[config.mk]
export PLATFORM = sky130hd
export DESIGN_NAME = fifo_mem_writer
export DESIGN_NICKNAME = d
export VERILOG_FILES = /design/src/rtl/fcart_pkg.sv /design/src/rtl/fifo_mem_writer.sv
export SDC_FILE = /design/constraint.sdc
export NUM_CORES = 1
export LEC_CHECK = 0
export ABC_AREA = 1
export BUFFER_PORTS_ARGS = -buffer_cell sky130_fd_sc_hd__buf_2
export CAP_MARGIN = 20
export CORE_MARGIN = 3
export CORE_UTILIZATION = 45
export CTS_CLUSTER_SIZE = 24
export DETAILED_ROUTE_END_ITERATION = 8
export PLACE_DENSITY_LB_ADDON = 0.3
export SYNTH_ARGS = -nofsm -noshare
export SYNTH_HDL_FRONTEND = slang
export SYNTH_SLANG_ARGS = --single-unit
[constraint.sdc]
create_clock -name clk -period 2.6 [get_ports clk]
set_clock_uncertainty 0.15 [all_clocks]
set_input_delay 0.52 -clock clk [delete_from_list [all_inputs] [get_ports clk]]
set_output_delay 0.52 -clock clk [all_outputs]
set_load 0.005 [all_outputs]
[src/rtl/fcart_pkg.sv]
// Shared types for the cartridge FIFO-to-memory write path.
// The state encoding is common; sizing parameters stay with each module.
package fcart_pkg;

   typedef enum logic [1:0] {
      IDLE  = 2'd0,
      FETCH = 2'd1,
      REQ   = 2'd2,
      DONE  = 2'd3
   } state_t;

endpackage

[src/rtl/fifo_mem_writer.sv]
// Drains a show-ahead FIFO into sequential memory words,
// one registered req/ack handshake per word.
module fifo_mem_writer
   import fcart_pkg::*;
#(
   parameter int DATA_WIDTH = 16,
   parameter int ADDR_WIDTH = 22,
   parameter int LEN_WIDTH  = 16
) (
   input  logic                  clk,
   input  logic                  reset,
   input  logic                  start,
   input  logic [ADDR_WIDTH-1:0] base_addr,
   input  logic [LEN_WIDTH-1:0]  length,
   input  logic                  abort,
   output logic                  busy,
   output logic                  done,
   input  logic [DATA_WIDTH-1:0] fifo_data,
   input  logic                  fifo_empty,
   output logic                  fifo_rd_en,
   output logic                  mem_req,
   output logic [ADDR_WIDTH-1:0] mem_addr,
   output logic [DATA_WIDTH-1:0] mem_data,
   input  logic                  mem_ack
);

   state_t               state;
   logic [LEN_WIDTH-1:0] remain;
   logic                 abort_pend;

   assign busy = (state != IDLE);

   // An abort in FETCH wins over the pop so no word is lost.
   assign fifo_rd_en = (state == FETCH) && !fifo_empty && !abort;

   always_ff @(posedge clk or posedge reset) begin
      if (reset) begin
         state      <= IDLE;
         done       <= 1'b0;
         mem_req    <= 1'b0;
         mem_addr   <= '0;
         mem_data   <= '0;
         remain     <= '0;
         abort_pend <= 1'b0;
      end else begin
         done <= 1'b0;
         unique case (state)
            IDLE: begin
               if (!abort && start) begin
                  if (length == '0) begin
                     done <= 1'b1;
                  end else begin
                     mem_addr   <= base_addr;
                     remain     <= length;
                     abort_pend <= 1'b0;
                     state      <= FETCH;
                  end
               end
            end
            FETCH: begin
               if (abort) begin
                  state <= IDLE;
               end else if (!fifo_empty) begin
                  mem_data <= fifo_data;
                  mem_req  <= 1'b1;
                  state    <= REQ;
               end
            end
            REQ: begin
               // The handshake always finishes; abort only steers what follows.
               if (mem_ack) begin
                  mem_req    <= 1'b0;
                  mem_addr   <= mem_addr + ADDR_WIDTH'(1);
                  remain     <= remain - LEN_WIDTH'(1);
                  abort_pend <= 1'b0;
                  if (abort_pend || abort) begin
                     state <= IDLE;
                  end else if (remain == LEN_WIDTH'(1)) begin
                     done  <= 1'b1;
                     state <= DONE;
                  end else begin
                     state <= FETCH;
                  end
               end else if (abort) begin
                  abort_pend <= 1'b1;
               end
            end
            DONE: begin
               state <= IDLE;
            end
            default: begin
               state <= IDLE;
            end
         endcase
      end
   end

endmodule

==> impl_metrics.json, run 1 <==
{
  "ios": 102,
  "cp_max_fo": 19,
  "final_antenna_net_count": 0,
  "yosys_warnings": 0,
  "synthesis.nets": 678,
  "synth_largest_area_cell": "dfrtp_1",
  "clk_pin_slew_worst_paths_ns": 0.08,
  "fin_nets": 777,
  "ctsHoldBuffers": 0,
  "syn_area_um2": 4001,
  "routedWlPerCell_um": 13.05,
  "nFillCells": 875,
  "antenna_found_initial": 0,
  "drv_slew": 0,
  "vias": 4184,
  "synth_common_cells": "nand2_1, nor2_1, dfrtp_1, inv_1, nand3_1",
  "globalplace.congestion": 0.9297,
  "area_delta_synth_final_pct": 18.54,
  "place_ws_ns": 0.2701,
  "r2r_setup_slack_ns": 0.35,
  "insertion_delay_ns": 0.35,
  "arrival_ns": 1.62,
  "pwr_density_cell_nw_per_um2": 1149,
  "rows": 33,
  "period_share_pct": 87.98,
  "grt_pass1_vias": 3950,
  "synth_cells": 615,
  "finalHoldViolations": 0,
  "ir_worst_vdd_uv": 594.4,
  "cts_resized": 0,
  "drive_gt1_share_pct": 23.09,
  "ys_ff_latch": 59,
  "cts_setup_buffers": 0,
  "antenna_cells": 0,
  "crit_path_end_kind": "output port",
  "tns_ns": 0,
  "reg2reg_from": "state[1]",
  "yosysMostFrequentCell": "nand2_1",
  "reg2reg_depth": 9,
  "hold_path.class": "in2async",
  "synthTopCellsByArea": "dfrtp_1, nand2_1, nor2_1",
  "grt_pass1_wl_mm": 17.81,
  "synth_seq_area_share_pct": 36.90,
  "dp_hpwl_mm": 7.939,
  "numCtsBuffers": 9,
  "port_buffers": 101,
  "slew_headroom_pct": 44.55,
  "fin_hold_ws_ns": 0.05317,
  "power.leakage_nw": 2.566,
  "path_class": "reg2out",
  "drt_iter0_markers": 131,
  "outcome": "complete, no violations",
  "cts_max_level": 3,
  "cts_tree": "yes",
  "grt_start_max_net_pins": 43,
  "worst_pin_slew_ns": 0.8308,
  "synth_cell_types": 33,
  "die_w_um": 100.3,
  "timing.rr.end": "mem_addr[6]",
  "maxCapViolations": 0,
  "cts_root_buf": "clkbuf_8",
  "fmax_ghz": 0.4372,
  "synth_edf_count": 0,
  "dieArea_um2": 10060,
  "drt-vias-per-instance": 5.078,
  "drt_wl_total_mm": 10.76,
  "finalSetupViolations": 0,
  "setup_ws_ns": 0.3126,
  "drc": 0,
  "rsz0062_at_grt": "false",
  "core_area_um2": 8423,
  "period_needed_ns": 2.287,
  "grtUsageTotal_pct": 22.02,
  "fp.dieH_um": 100.3,
  "crit_required_ns": 1.93,
  "start_kind": "flip-flop",
  "grt_overflow_total": 0,
  "synthFlopType": "dfrtp_1",
  "ys_async_sr_fraction_pct": 100.0,
  "start_util_pct": 47.50,
  "dr.pass1.iters": 5,
  "cts_buffer_depth": 2,
  "postSynthAreaPerCell_um2": 6.506,
  "yosysTopAreaCellShare_pct": 36.90,
  "cts.sinks": 59
}
==> cell usage in the layout (no fill, tap or decap), drive strengths merged <==
master	synthesis	routed
a21oi	3	3
a31oi	2	2
buf	14	105
bufinv	0	2
clkbuf	3	12
clkinv	1	3
dfrtp	59	59
ha	3	3
inv	59	59
nand2	280	280
nand3	59	59
nand4	8	8
nor2	86	86
o21ai	32	32
o21bai	1	1
o22ai	1	1
or2	4	4
==> sequential cells by signal (all words and copies together), names as in the netlist <==
signal,flops
mem_req,1
mem_addr,22
done,1
remain,16
mem_data,16
abort_pend,1
state,2
==> how the worst max path moves through the flow <==
stage | cells past startpoint | start | endpoint
global placement | 8 | length[1] | mem_addr[6]
floorplan | 1 | reset | abort_pend
CTS | 4 | state[1] | fifo_rd_en
global route | 9 | state[1] | mem_addr[6]
detailed placement | 10 | abort | mem_addr[6]
finish | 4 | state[1] | fifo_rd_en
==> power breakdown <==
part / switching, mW / leakage [nW] / internal [mW]
Clock: 0.397 / 0.111 / 0.567
Combinational: 1.66 / 1.73 / 0.958
Sequential: 0.502 / 0.729 / 1.37
Total: 2.56 / 2.57 / 2.89
==> cell type report <==
type	count	area (um^2)	share of cell area [%]
tap	105	131.4	2.770
timing repair buffer	105	535.5	11.29
clock buffer	12	145.1	3.060
multi-input combinational	479	2152	45.37
sequential	59	1476	31.13
clock inverter	4	73.82	1.556
inverter	60	229.0	4.827
==> metrics by stage <==
step | total power, mW | area, um^2 | utilization, % | std cells
finish | 5.450 | 4743 | 56.31 | 824
floorplan | 3.818 | 4001 | - | 615
detailed placement | 4.496 | 4524 | 53.71 | 808
global route | 5.962 | 4743 | 56.31 | 824
global placement | 4.390 | 4524 | 53.71 | 808
CTS | 5.476 | 4743 | 56.31 | 824
==> critical path: stages, from the launching register on <==
cell and delay, ns:
dfrtp_1 0.54, nor2_2 0.20, nand2_2 0.11, nor2_8 0.24, buf_2 0.17
==> kinds of logic after synthesis <==
group / count (synthesis) / share of synthesized area [%]
compound gates: 39 / 6.536
simple gates: 437 / 46.31
buf+inv: 77 / 9.318
flops: 59 / 36.90
fa+ha+maj: 3 / 0.9382
==> layer usage <==
metal | vias to the layer above | GRT usage [%] | share of wire [%]
met5 | - | 0 | 0
met4 | 0 | 7.772 | 1.9
met3 | 23 | 3.822 | 5.1
met2 | 116 | 39.30 | 52
met1 | 1940 | 26.55 | 41
li1 | 2105 | - | -
Note: power is estimated with default switching activity, not from simulation.
==> inputs of run 2 (changes only) <==
--- a/config.mk
+++ b/config.mk
@@ -9,7 +9,7 @@
 export BUFFER_PORTS_ARGS = -buffer_cell sky130_fd_sc_hd__buf_2
 export CAP_MARGIN = 20
 export CORE_MARGIN = 3
-export CORE_UTILIZATION = 45
+export CORE_UTILIZATION = 40
 export CTS_CLUSTER_SIZE = 24
 export DETAILED_ROUTE_END_ITERATION = 8
 export PLACE_DENSITY_LB_ADDON = 0.3
==> run 2 against run 1 <==
- sequential cell count stayed put
- utilization is 6.1 points lower
- clock power is 12% lower
- critical endpoint unchanged
- largest cell class unchanged
==> impl_metrics.json, run 2 (synthesis gave the netlist of run 1 again) <==
{
  "core_area_um2": 9459,
  "drc": 0,
  "drt_iter0_markers": 216,
  "rsz0062_at_grt": "false",
  "die_w_um": 106.0,
  "start_kind": "flip-flop",
  "hold_path.class": "in2async",
  "finalHoldViolations": 0,
  "grt_start_max_net_pins": 43,
  "drive_gt1_share_pct": 23.23,
  "dr.pass1.iters": 4,
  "final_antenna_net_count": 0,
  "dieArea_um2": 11240,
  "cts_max_level": 3,
  "ir_worst_vdd_uv": 464.5,
  "largest_register": "mem_addr",
  "setup_ws_ns": 0.3155,
  "port_buffers": 101,
  "vias": 4172,
  "post-route-util_pct": 50.20,
  "finalInstanceArea_um2": 4748,
  "final_common_cell": "nand2_1",
  "fin_total_pwr_mw": 5.334,
  "cts_tree": "yes",
  "start_util_pct": 42.30,
  "reg2reg_depth": 9,
  "period_share_pct": 87.87,
  "cp_max_fo": 19,
  "cts_setup_buffers": 0,
  "grt_overflow_total": 0,
  "clk_pin_slew_worst_paths_ns": 0.07,
  "dpl-instance-area_um2": 4554,
  "globalplace.congestion": 0.8871,
  "power.leakage_nw": 2.555,
  "routedWlPerCell_um": 12.84,
  "outcome": "complete, no violations",
  "maxCapViolations": 0,
  "dp_hpwl_mm": 8.186,
  "cts_root_buf": "clkbuf_8",
  "numCtsBuffers": 9,
  "grtUsageTotal_pct": 19.81,
  "drv_slew": 0,
  "antenna_cells": 0,
  "grt_pass1_vias": 4002,
  "path_class": "reg2out",
  "crit_path_start": "state[0]",
  "drt_wl_total_mm": 10.89,
  "pwr_density_cell_nw_per_um2": 1123,
  "slew_headroom_pct": 37.66,
  "worst_pin_slew_ns": 0.9340,
  "fp.dieH_um": 106.0,
  "reg2reg_from": "state[1]",
  "largest_reg_flops": 22,
  "crit_path_end_kind": "output port",
  "ios": 102,
  "largestRegisters": "mem_addr (22), mem_data (16), remain (16)",
  "area_delta_synth_final_pct": 18.67,
  "rows": 35,
  "crit_required_ns": 1.93,
  "fmax_ghz": 0.4377,
  "layout_common_cells": "nand2_1, buf_2, nor2_1",
  "insertion_delay_ns": 0.34,
  "tns_ns": 0,
  "place_ws_ns": 0.2347,
  "numPlacedInstances": 832,
  "nFillCells": 1004,
  "cts_buffer_depth": 2,
  "fin_nets": 777,
  "r2r_setup_slack_ns": 0.33,
  "cts_resized": 0,
  "antenna_found_initial": 0,
  "drt-vias-per-instance": 4.920,
  "fin_hold_ws_ns": 0.01341,
  "finalSetupViolations": 0,
  "period_needed_ns": 2.284,
  "arrival_ns": 1.61,
  "ctsHoldBuffers": 0,
  "grt_pass1_wl_mm": 18.15,
  "final_cells": 848,
  "timing.rr.end": "mem_addr[5]",
  "cts.sinks": 59
}
## run 2: changes by cell type in the layout (fill, tap and decap cells not counted), sizes merged
cell      before  now
clkbuf        12   11
clkinvlp       0    1
clkinv         3    4
bufinv         2    1
## run 2: how the worst max path moves through the flow
stage	end	slack [ns]	cells after the start
after CTS	fifo_rd_en	0.30	4
final	fifo_rd_en	0.32	5
after floorplan	abort_pend	0.47	1
after detailed placement	mem_addr[5]	0.23	10
after global routing	mem_addr[5]	0.1	9
after global placement	mem_addr[5]	0.32	8
## run 2: worst max-delay path, cell delays in order (launching register included)
cell,delay [ns]
dfrtp_1,0.50
inv_2,0.10
nor2_2,0.14
nand2_2,0.12
nor2_8,0.24
buf_2,0.17
## run 2: power by group
group	leakage [nW]	total (mW)	switching, mW	internal (mW)
combinational	1.73	2.63	1.67	0.959
sequential	0.729	1.86	0.488	1.37
clock	0.0991	0.849	0.385	0.464
## run 2: cell type report
class	count	area, um^2	share of cell area, %
clock buffers	11	141.4	2.978
clock inverters	5	52.55	1.107
inverters	60	229.0	4.822
multi-input cells	479	2152	45.32
flip-flops and latches	59	1476	31.09
well taps	129	161.4	3.399
repair buffers	105	535.5	11.28
## run 2: layer usage
metal | global-route usage [%] | up-vias | share of wire, %
met2 | 35.34 | 105 | 51
met5 | 0 | - | 0
met3 | 3.461 | 19 | 5.2
met1 | 24.09 | 1945 | 42
li1 | - | 2103 | -
met4 | 6.660 | 0 | 1.9
